## config.mk

```make
export PLATFORM = sky130hd
export DESIGN_NAME = hazard_unit
export DESIGN_NICKNAME = d
export VERILOG_FILES = /design/src/rtl/hazard_unit_pkg.sv /design/src/rtl/hazard_unit_multicycle_busy_counter.sv /design/src/rtl/hazard_unit.sv
export SDC_FILE = /design/constraint.sdc
export NUM_CORES = 1
export LEC_CHECK = 0
export ABC_AREA = 0
export CAP_MARGIN = 20
export CORE_MARGIN = 1.5
export CORE_UTILIZATION = 45
export DETAILED_ROUTE_END_ITERATION = 10
export PLACE_DENSITY_LB_ADDON = 0.12
export SLEW_MARGIN = 20
export SYNTH_ARGS = -nofsm -noshare
export SYNTH_HDL_FRONTEND = slang
export SYNTH_SLANG_ARGS = --single-unit
```

## constraint.sdc

```tcl
create_clock -name clock -period 7.7 [get_ports clock]
set_input_delay 2.31 -clock clock [delete_from_list [all_inputs] [get_ports clock]]
set_output_delay 2.31 -clock clock [all_outputs]
set_load 0.05 [all_outputs]
```

## src/rtl/hazard_unit_pkg.sv

```systemverilog
// Shared encodings and helpers for the pipeline hazard unit.
package hazard_unit_pkg;

   // ALU operand forward selects
   localparam logic [1:0] FWD_REG = 2'b00;
   localparam logic [1:0] FWD_W   = 2'b01;
   localparam logic [1:0] FWD_M   = 2'b10;

   // FlushE is active-low to match the execute stage port
   localparam logic FLUSH_ACTIVE = 1'b0;

   localparam logic [4:0] REG_ZERO = 5'd0;

   // Register id match; $zero is hardwired and never creates a dependency
   function automatic logic regMatch(input logic [4:0] a, input logic [4:0] b);
      return (a == b) && (a != REG_ZERO);
   endfunction

endpackage

```

## src/rtl/hazard_unit_multicycle_busy_counter.sv

```systemverilog
// Busy counter for multi-cycle execute ops (mult/div). MULT_LATENCY is the
// total execute cycles, legal 1..15; busy covers the MULT_LATENCY-1 extra cycles.
module multicycle_busy_counter #(
   parameter int MULT_LATENCY = 4
) (
   input  logic clock,
   input  logic reset_n,
   input  logic MultStartE,
   output logic busy
);

   localparam logic [3:0] LOAD_VAL = 4'(MULT_LATENCY - 1);

   logic [3:0] busyCnt;

   // Load on a new op when idle, otherwise count down; starts while busy are ignored
   always_ff @(posedge clock or negedge reset_n) begin
      if (!reset_n)
         busyCnt <= 4'd0;
      else if (MultStartE && (busyCnt == 4'd0))
         busyCnt <= LOAD_VAL;
      else if (busyCnt != 4'd0)
         busyCnt <= busyCnt - 4'd1;
   end

   assign busy = (busyCnt != 4'd0);

endmodule

```

## src/rtl/hazard_unit.sv

```systemverilog
// Pipeline hazard unit: forwarding selects, load-use/branch stalls,
// multi-cycle busy stall and a saturating stall-cycle counter.
module hazard_unit
   import hazard_unit_pkg::*;
#(
   parameter int MULT_LATENCY = 4,
   parameter int COUNT_WIDTH  = 16
) (
   input  logic                   clock,
   input  logic                   reset_n,
   input  logic [4:0]             RsD,
   input  logic [4:0]             RtD,
   input  logic                   BranchD,
   input  logic                   pc_src_d,
   input  logic [4:0]             RsE,
   input  logic [4:0]             RtE,
   input  logic [4:0]             WriteRegE,
   input  logic                   RegWriteE,
   input  logic                   MemtoRegE,
   input  logic                   MultStartE,
   input  logic [4:0]             WriteRegM,
   input  logic                   RegWriteM,
   input  logic                   MemtoRegM,
   input  logic [4:0]             WriteRegW,
   input  logic                   RegWriteW,
   output logic                   stallf,
   output logic                   StallD,
   output logic                   FlushD,
   output logic                   FlushE,
   output logic [1:0]             ForwardAE,
   output logic [1:0]             ForwardBE,
   output logic                   ForwardAD,
   output logic                   ForwardBD,
   output logic                   busy,
   output logic [COUNT_WIDTH-1:0] stall_count
);

   logic busyRaw;
   logic lwStall;
   logic branchStall;
   logic stall;

   multicycle_busy_counter #(.MULT_LATENCY(MULT_LATENCY)) uBusy (
      .clock      (clock),
      .reset_n    (reset_n),
      .MultStartE (MultStartE),
      .busy       (busyRaw)
   );

   // Hazard detection on register ids across stages
   always_comb begin
      lwStall = MemtoRegE && RegWriteE &&
                (regMatch(WriteRegE, RsD) || regMatch(WriteRegE, RtD));
      branchStall = BranchD && (
                    (RegWriteE && (regMatch(WriteRegE, RsD) || regMatch(WriteRegE, RtD))) ||
                    (MemtoRegM && (regMatch(WriteRegM, RsD) || regMatch(WriteRegM, RtD))));
      stall = lwStall || branchStall || busyRaw;
   end

   // Output drive; while reset is low the pipeline is held and E is flushed
   always_comb begin
      stallf    = 1'b1;
      StallD    = 1'b1;
      FlushD    = 1'b0;
      FlushE    = FLUSH_ACTIVE;
      ForwardAE = FWD_REG;
      ForwardBE = FWD_REG;
      ForwardAD = 1'b0;
      ForwardBD = 1'b0;
      busy      = 1'b0;
      if (reset_n) begin
         stallf = stall;
         StallD = stall;
         // A stall holds D, so a redirect flush that cycle would drop the held instruction
         FlushD = pc_src_d && !stall;
         // busy keeps the multi-cycle op in E, so only data hazards bubble E
         FlushE = (lwStall || branchStall) ? FLUSH_ACTIVE : ~FLUSH_ACTIVE;
         // M is the younger producer, so it wins over W
         if (RegWriteM && regMatch(RsE, WriteRegM))      ForwardAE = FWD_M;
         else if (RegWriteW && regMatch(RsE, WriteRegW)) ForwardAE = FWD_W;
         if (RegWriteM && regMatch(RtE, WriteRegM))      ForwardBE = FWD_M;
         else if (RegWriteW && regMatch(RtE, WriteRegW)) ForwardBE = FWD_W;
         ForwardAD = RegWriteM && regMatch(RsD, WriteRegM);
         ForwardBD = RegWriteM && regMatch(RtD, WriteRegM);
         busy      = busyRaw;
      end
   end

   // Saturating count of stalled cycles
   always_ff @(posedge clock or negedge reset_n) begin
      if (!reset_n)
         stall_count <= '0;
      else if (stallf && (stall_count != {COUNT_WIDTH{1'b1}}))
         stall_count <= stall_count + 1'b1;
   end

endmodule
```

==> metrics.log, run 1 <==
[metrics] quantity of hold-fixing buffers added after cts: 0
[metrics] register bit count reported by yosys: 20
[metrics] worst supply voltage drop on vdd: 0.184 mV
[metrics] fin worst setup slack: 701 ps
[metrics] Clock Sink Count: 20
[metrics] total number of H-tree levels: 1
[metrics] kind of critical path: in -> out
[metrics] post-route antenna net violation count: 0
[metrics] async set-reset flop share out of synthesis: 100%
[metrics] relative area change from synthesis to final layout: 47.8%
[metrics] leftover overflow at the end of global routing: 0
[metrics] final standard cell count with taps included and fillers excluded: 293
[metrics] die area: 0.00396 sq mm
[metrics] final weighted congestion in routability-driven placement: 0.874
[metrics] count of flip-flops with a built-in enable after synthesis: 0
[metrics] minimum hold slack: 491 ps
[metrics] Total Routing Usage GR: 19.8%
[metrics] power density normalized to cell area: 231 mW/mm^2
[metrics] number of detailed-routing iterations run before antenna repair: 4
[metrics] syn_area_per_cell: 9.07 sq um
[metrics] summed instance area of the synthesized netlist: 0.00161 sq mm
[metrics] path type of the worst min-delay path: reg -> reg
[metrics] final HPWL from detailed placement: 3.05 mm
[metrics] Critical Path Start Type: input port
[metrics] global-route wire length before repair: 6.52 mm
[metrics] total power consumption of the routed design: 0.550 mW
[metrics] worst reg2reg path endpoint: stall_count[1]
[metrics] starting density of the core: 47.6%
[metrics] Wirelength per Cell: 12.3 um
[metrics] number of top-level pins: 72
[metrics] hold violation count in the final report: 0
[metrics] total placed instance area: 0.00233 sq mm
[metrics] total number of vias: 1501
[metrics] CTS Root Buffer Type: sky130_fd_sc_hd__clkbuf_4
[metrics] maximum number of pins on one net before global-route repair: 23
[metrics] diodes inserted: 0
[metrics] utilization after layout: 70.4%
[metrics] dominant register cell in the synthesized netlist: sky130_fd_sc_hd__dfrtp_1
[metrics] CTS tree: done
[metrics] buffers from clock root to sink, at most: 2
[metrics] Floorplan Core Area: 0.00339 sq mm
[metrics] Post CTS Setup Buffer Count: 0
[metrics] Num CTS Buffers: 3
[metrics] routed wire length: 3.61 mm
[metrics] library cell occupying the most area in the post-synthesis netlist: sky130_fd_sc_hd__dfrtp_1
[metrics] placed cell count: 289
[metrics] top area cells in the synthesized netlist: sky130_fd_sc_hd__dfrtp_1 (31%), sky130_fd_sc_hd__xnor2_1 (21%), sky130_fd_sc_hd__xor2_1 (8.7%)
[metrics] final worst path period need: 7000 ps
[metrics] most frequent cell after synthesis: sky130_fd_sc_hd__xnor2_1
[metrics] cell count after synthesis: 178
[metrics] most common library cells after synthesis: sky130_fd_sc_hd__xnor2_1 (39), sky130_fd_sc_hd__dfrtp_1 (20), sky130_fd_sc_hd__nand3_1 (16), sky130_fd_sc_hd__xor2_1 (16), sky130_fd_sc_hd__nand2_1 (11)
[metrics] Crit Path Max Fanout: 5
[metrics] Reg2Reg Launch Point: stall_count[5]
[metrics] Worst setup startpoint: WriteRegM[2]
[metrics] buffers added on ports: 71
[metrics] # nets final: 295
[metrics] fin crit share: 90.9%
[metrics] end of the critical path: StallD
[metrics] pins over their slew limit: 0
[metrics] vertical die dimension: 62.9 um
[metrics] status: finished, final reports clean
[metrics] RSZ-0062 raised after global routing: false
[metrics] count of routing violations after the opening detailed-route iteration: 36
[metrics] CP arrival: 4690 ps
[metrics] average vias per placed instance: 5.12
[metrics] floorplan die width: 62.9 um
[metrics] Tightest Pin Transition: 594 ps
[metrics] Final Skew: 9.30 ps
[metrics] synth unique cells: 33
[metrics] depth of the worst register-to-register path: 6
[metrics] antenna violations before repair: 0
[metrics] Worst-Skew Late Latency: 300 ps
[metrics] Synth Warn #: 0
[metrics] vias in the first global route: 1504
[metrics] worst-case headroom to the max-slew limit: 60.3%
[metrics] count of final setup violators: 0
[metrics] number of gates resized after CTS: 0
[metrics] highest clock frequency the design can meet: 143 MHz
[metrics] Crit path required time: 5390 ps
[metrics] DRC errors left: 0
[metrics] nature of the critical path endpoint: output port
[metrics] Register-to-Register Setup Slack: 5620 ps
[metrics] minimum setup slack after placement: 690 ps
[metrics] final sum of negative setup slack: 0 ps
[metrics] CTS clk-pin slew, worst paths: 100 ps
[metrics] layout cells sized above 1: 6.88%
[metrics] leak pwr: 0.894 nW
[metrics] Max Cap Violations: 0
[metrics] Synth top area share: 31.0%
[metrics] sequential area share after synthesis: 31.0%
[metrics] row count: 21
[metrics] post-synthesis net count: 225
[metrics] total non-filler cell area in the finished layout: 0.00238 sq mm
[worst max-delay path, stage by stage]
cell and delay [ps]:
sky130_fd_sc_hd__clkdlybuf4s50_1 570, sky130_fd_sc_hd__or4_4 580, sky130_fd_sc_hd__o211ai_2 140, sky130_fd_sc_hd__a21o_1 140
sky130_fd_sc_hd__and3_1 220, sky130_fd_sc_hd__inv_2 50, sky130_fd_sc_hd__clkdlybuf4s50_1 690
[state kept, by name, indices dropped and copies added, names as in the netlist]
signal and flops:
stall_count 16, uBusy.busyCnt 4
[layout make-up]
cell class	count	area (sq um)
Clock buffer	3	22.5
Clock inverter	1	30.0
Fill cell	275	1000
Inverter	4	15.0
Multi-Input combinational cell	146	1040
Sequential cell	20	500
Tap cell	46	57.6
Timing Repair Buffer	73	723
[how the worst min path moves through the flow]
stage / startpoint / end / slack [ps] / cells past startpoint
after CTS: uBusy.busyCnt[1] / uBusy.busyCnt[1] / 500 / 2
final: uBusy.busyCnt[1] / uBusy.busyCnt[1] / 490 / 2
after global placement: uBusy.busyCnt[1] / uBusy.busyCnt[1] / 470 / 2
after floorplan: uBusy.busyCnt[1] / uBusy.busyCnt[1] / 450 / 2
after detailed placement: uBusy.busyCnt[1] / uBusy.busyCnt[1] / 470 / 2
after global routing: stall_count[10] / stall_count[10] / 520 / 1
[report_power, final]
part | total [mW] | internal (mW) | switching [mW]
logic | 0.297 | 0.125 | 0.172
registers | 0.169 | 0.137 | 0.0315
clock network | 0.0845 | 0.0526 | 0.0319
total | 0.550 | 0.315 | 0.235
[layer usage]
metal  share of wire (%)  routed length (um)  vias to the layer above  track usage, %
met5                   0                   0                        -               0
met4                0.50                  18                        0            1.39
met3                 5.3                 191                        4            4.68
met2                  48                1720                       45            34.4
met1                  47                1680                      703            25.9
li1                    -                   -                      749               -
[logic make-up (layout without fill, tap and decap cells)]
family          after synthesis  in the layout  share of synthesized area, %
mux                           1              1                         0.930
flops                        20             20                          31.0
simple gates                 77             77                          27.0
buf+inv                      12             81                          4.81
xor+xnor                     55             55                          29.8
compound gates               11             11                          4.88
fa+ha+maj                     2              2                          1.55
[placed cells by master, fill, tap and decap left out, drive strengths merged, types with 2 or more instances in the layout]
| cell type | synthesis | final |
|---|---|---|
| and3 | 4 | 4 |
| nand2 | 11 | 11 |
| nand3 | 16 | 16 |
| a21o | 2 | 2 |
| or4 | 5 | 5 |
| and2 | 5 | 5 |
| clkdlybuf4s50 | 0 | 70 |
| xor2 | 16 | 16 |
| inv | 4 | 4 |
| nor4 | 4 | 4 |
| ha | 2 | 2 |
| nand4 | 7 | 7 |
| nor2b | 2 | 2 |
| a21oi | 2 | 2 |
| xnor2 | 39 | 39 |
| nor2 | 10 | 10 |
| dfrtp | 20 | 20 |
| buf | 7 | 3 |
| nor3 | 10 | 10 |
| o21ai | 3 | 3 |
| clkbuf | 1 | 3 |
(Power assumes the default switching activity.)
==> inputs of run 2 (changes only) <==
- CORE_UTILIZATION: 45 -> 46
- SYNTH_HIERARCHICAL: default -> 1
==> run 2 against run 1 <==
  * Critical path depth fell by 1
  * Die area increased by 1.4%
  * Flip-flop and latch count stayed put
  * Clock-buffer cell count is the same
  * Cell count down 0.34%
  * Critical endpoint is now stallf
  * Combinational power decreased by 2%
  * Largest cell class unchanged
  * Non-clock buffer count is 1 lower
  * Sequential share of layout area down 0.31 points
  * Synthesized cell count stayed put
  * Sequential power grew 4%
==> metrics.log, run 2 <==
[metrics] final HPWL from detailed placement: 3.13 mm (+2.9%)
[metrics] CTS clk-pin slew, worst paths: 100 ps (about the same)
[metrics] power density normalized to cell area: 212 mW/mm^2 (-7.9%)
[metrics] met3 Usage GRT: 4.29% (-0.40 points)
[metrics] worst supply voltage drop on vdd: 0.216 mV (+17%)
[metrics] utilization after layout: 70.9% (+0.52 points)
[metrics] CTS tree: done
[metrics] routed wire length: 3.90 mm (+8.0%)
[metrics] count of final setup violators: 0 (unchanged)
[metrics] pins over their slew limit: 0 (unchanged)
[metrics] DRC errors left: 0 (unchanged)
[metrics] # nets final: 296 (+0.34%)
[metrics] layout cells sized above 1: 8.13% (+1.2 points)
[metrics] Reg2Reg Launch Point: stall_count[0]
[metrics] synth unique cells: 37 (+12%)
[metrics] GRT busiest layer: met2
[metrics] cell count after synthesis: 178 (unchanged)
[metrics] Synth Warn #: 6 (+6)
[metrics] starting density of the core: 49.0% (+1.4 points)
[metrics] most common cell after layout, fill and taps aside: sky130_fd_sc_hd__clkdlybuf4s50_1
[metrics] antenna violations before repair: 0 (unchanged)
[metrics] HP Start: stall_count[11]
[metrics] kind of critical path: in -> out
[metrics] register bit count reported by yosys: 20 (unchanged)
[metrics] Synth top area share: 29.9% (-1.1 points)
[metrics] total number of vias: 1484 (-1.1%)
[metrics] Crit path required time: 5390 ps (about the same)
[metrics] minimum setup slack after placement: 633 ps (-57.0 ps)
[metrics] summed instance area of the synthesized netlist: 0.00167 sq mm (+3.7%)
[metrics] floorplan die width: 63.3 um (+0.69%)
[metrics] Register-to-Register Setup Slack: 5560 ps (-60 ps)
[metrics] Post CTS Setup Buffer Count: 0 (unchanged)
[metrics] number of detailed-routing iterations run before antenna repair: 4 (unchanged)
[metrics] placed cell count: 289 (unchanged)
[metrics] nature of the critical path endpoint: output port
[metrics] fin crit share: 91.7% (+0.80 points)
[metrics] Final Skew: 0.809 ps (-8.49 ps)
[metrics] worst-case hold path end point: stall_count[11]
[metrics] hold violation count in the final report: 0 (unchanged)
[metrics] Clock Sink Count: 20 (unchanged)
[metrics] diodes inserted: 0 (unchanged)
[metrics] average vias per placed instance: 5.08 (-0.79%)
[metrics] number of top-level pins: 72 (unchanged)
[metrics] final worst path period need: 7060 ps (+61.8 ps)
[metrics] path type of the worst min-delay path: reg -> reg
[metrics] total number of H-tree levels: 1 (unchanged)
[metrics] CTS Root Buffer Type: sky130_fd_sc_hd__clkbuf_4
[metrics] final sum of negative setup slack: 0 ps (unchanged)
[metrics] leading cell types in the layout, fill and taps excluded: sky130_fd_sc_hd__clkdlybuf4s50_1 (70), sky130_fd_sc_hd__xnor2_1 (42), sky130_fd_sc_hd__dfrtp_1 (20)
[metrics] worst-case headroom to the max-slew limit: 66.3% (+6.1 points)
[metrics] number of gates resized after CTS: 0 (unchanged)
[metrics] quantity of hold-fixing buffers added after cts: 0 (unchanged)
[metrics] post-synthesis net count: 226 (+0.44%)
[metrics] RSZ-0062 raised after global routing: false
[metrics] maximum number of pins on one net before global-route repair: 23 (unchanged)
[metrics] Crit Path Max Fanout: 18 (+13)
[metrics] top flop regs: stall_count (16), uBusy/busyCnt (4)
[metrics] final standard cell count with taps included and fillers excluded: 292 (-0.34%)
[metrics] buffers from clock root to sink, at most: 2 (unchanged)
[metrics] top area cells in the synthesized netlist: sky130_fd_sc_hd__dfrtp_1 (30%), sky130_fd_sc_hd__xnor2_1 (22%), sky130_fd_sc_hd__xor2_1 (5.8%)
[metrics] global-route met2 utilization: 36.4% (+2.0 points)
[metrics] final weighted congestion in routability-driven placement: 0.805 (-7.9%)
[metrics] depth of the worst register-to-register path: 6 (unchanged)
[metrics] leftover overflow at the end of global routing: 0 (unchanged)
[metrics] Floorplan Core Area: 0.00342 sq mm (+0.78%)
[metrics] vertical die dimension: 63.3 um (+0.69%)
[metrics] minimum hold slack: 498 ps (+6.74 ps)
[metrics] syn_area_per_cell: 9.41 sq um (+3.7%)
[metrics] total non-filler cell area in the finished layout: 0.00242 sq mm (+1.5%)
[metrics] library cell occupying the most area in the post-synthesis netlist: sky130_fd_sc_hd__dfrtp_1
[metrics] met1 usage: 27.1% (+1.2 points)
[metrics] worst reg2reg path endpoint: stall_count[1]
[metrics] Worst-Skew Late Latency: 290 ps (about the same)
[metrics] leak pwr: 0.927 nW (+3.7%)
[metrics] most common library cells after synthesis: sky130_fd_sc_hd__xnor2_1 (42), sky130_fd_sc_hd__dfrtp_1 (20), sky130_fd_sc_hd__xor2_1 (11), sky130_fd_sc_hd__nand3_1 (10), sky130_fd_sc_hd__nand4_1 (9)
[metrics] async set-reset flop share out of synthesis: 100% (unchanged)
[metrics] global-route wire length before repair: 6.91 mm (+6.0%)
[metrics] count of routing violations after the opening detailed-route iteration: 87 (+140%)
[metrics] Tightest Pin Transition: 503 ps (-90.9 ps)
[metrics] dominant register cell in the synthesized netlist: sky130_fd_sc_hd__dfrtp_1
[metrics] post-route antenna net violation count: 0 (unchanged)
[metrics] sequential area share after synthesis: 29.9% (-1.1 points)
[metrics] max reg flops: 16 (unchanged)
[metrics] most frequent cell after synthesis: sky130_fd_sc_hd__xnor2_1
[metrics] vias in the first global route: 1532 (+1.9%)
[metrics] Critical Path Start Type: input port
[metrics] fin worst setup slack: 639 ps (-61.8 ps)
[metrics] total placed instance area: 0.00240 sq mm (+2.8%)
[metrics] row count: 21 (unchanged)
[metrics] CP arrival: 4750 ps (+60 ps)
[metrics] Max Cap Violations: 0 (unchanged)
[metrics] count of flip-flops with a built-in enable after synthesis: 0 (unchanged)
[metrics] Wirelength per Cell: 13.4 um (+8.3%)
[metrics] Top reg by flops: stall_count
[metrics] total power consumption of the routed design: 0.514 mW (-6.5%)
[metrics] highest clock frequency the design can meet: 142 MHz (-0.87%)
[metrics] Total Routing Usage GR: 20.9% (+1.1 points)
[metrics] status: finished, final reports clean
[metrics] die area: 0.00401 sq mm (+1.4%)
[metrics] buffers added on ports: 71 (unchanged)
[metrics] worst hold path stage count: 1 (-1)
[metrics] relative area change from synthesis to final layout: 44.6%
[metrics] Num CTS Buffers: 3 (unchanged)
==> run 2: cell count changes after synthesis, moves of 4 or more <==
cell / change
sky130_fd_sc_hd__and3_1: +4
sky130_fd_sc_hd__nand3_1: -6
sky130_fd_sc_hd__nand3_2: +5
sky130_fd_sc_hd__nor3_2: -4
sky130_fd_sc_hd__xor2_1: -5
==> run 2: final cells by class <==
type / count / area (sq um)
multi-input cells: 148 / 1110
fillers: 293 / 995
repair buffers: 72 / 716
flip-flops and latches: 20 / 500
well taps: 46 / 57.6
clock buffers: 3 / 22.5
inverters: 3 / 11.3
==> run 2: power by group <==
| group | total (mW) | switching, mW | internal (mW) |
|---|---|---|---|
| registers | 0.175 | 0.0377 | 0.138 |
| logic | 0.291 | 0.162 | 0.129 |
| clock network | 0.0480 | 0.0298 | 0.0182 |
| total | 0.514 | 0.230 | 0.285 |
==> run 2: cells by family (layout without fill, tap and decap cells) <==
group                      count (synthesis)  count (layout)  share of synthesized area (%)
and+or+nand+nor                           78              78                           29.4
buffers and inverters                     10              78                           3.59
xor gates and xnor gates                  53              53                           27.7
muxes                                      6               6                           3.89
AOI/OAI and AO/OA                          8               8                           3.29
adders and majority gates                  3               3                           2.24
DFF                                       20              20                           29.9
==> run 2: how the worst max path moves through the flow <==
stage	startpoint	end	slack, ps	cells past startpoint
6_report	WriteRegM[1]	stallf	640	6
5_1_grt	WriteRegM[1]	stallf	550	7
3_5_place_dp	WriteRegM[1]	stallf	630	6
3_3_place_gp	RsE[1]	ForwardAE[0]	680	6
2_1_floorplan	RsE[1]	ForwardAE[0]	840	4
4_1_cts	WriteRegM[1]	stallf	640	6
==> run 2: worst max-delay path, cell delays in order <==
cell and delay [ps]:
sky130_fd_sc_hd__clkdlybuf4s50_1 550, sky130_fd_sc_hd__or4_4 590, sky130_fd_sc_hd__o211ai_2 150, sky130_fd_sc_hd__a21o_2 140, sky130_fd_sc_hd__nand3b_4 220, sky130_fd_sc_hd__clkdlybuf4s50_1 790
==> run 2: metal layers <==
layer  wire length (um)  share of wire, %
met5                  0                 0
met4                 52               1.3
met3                135               3.5
met2               1930                50
met1               1780                46
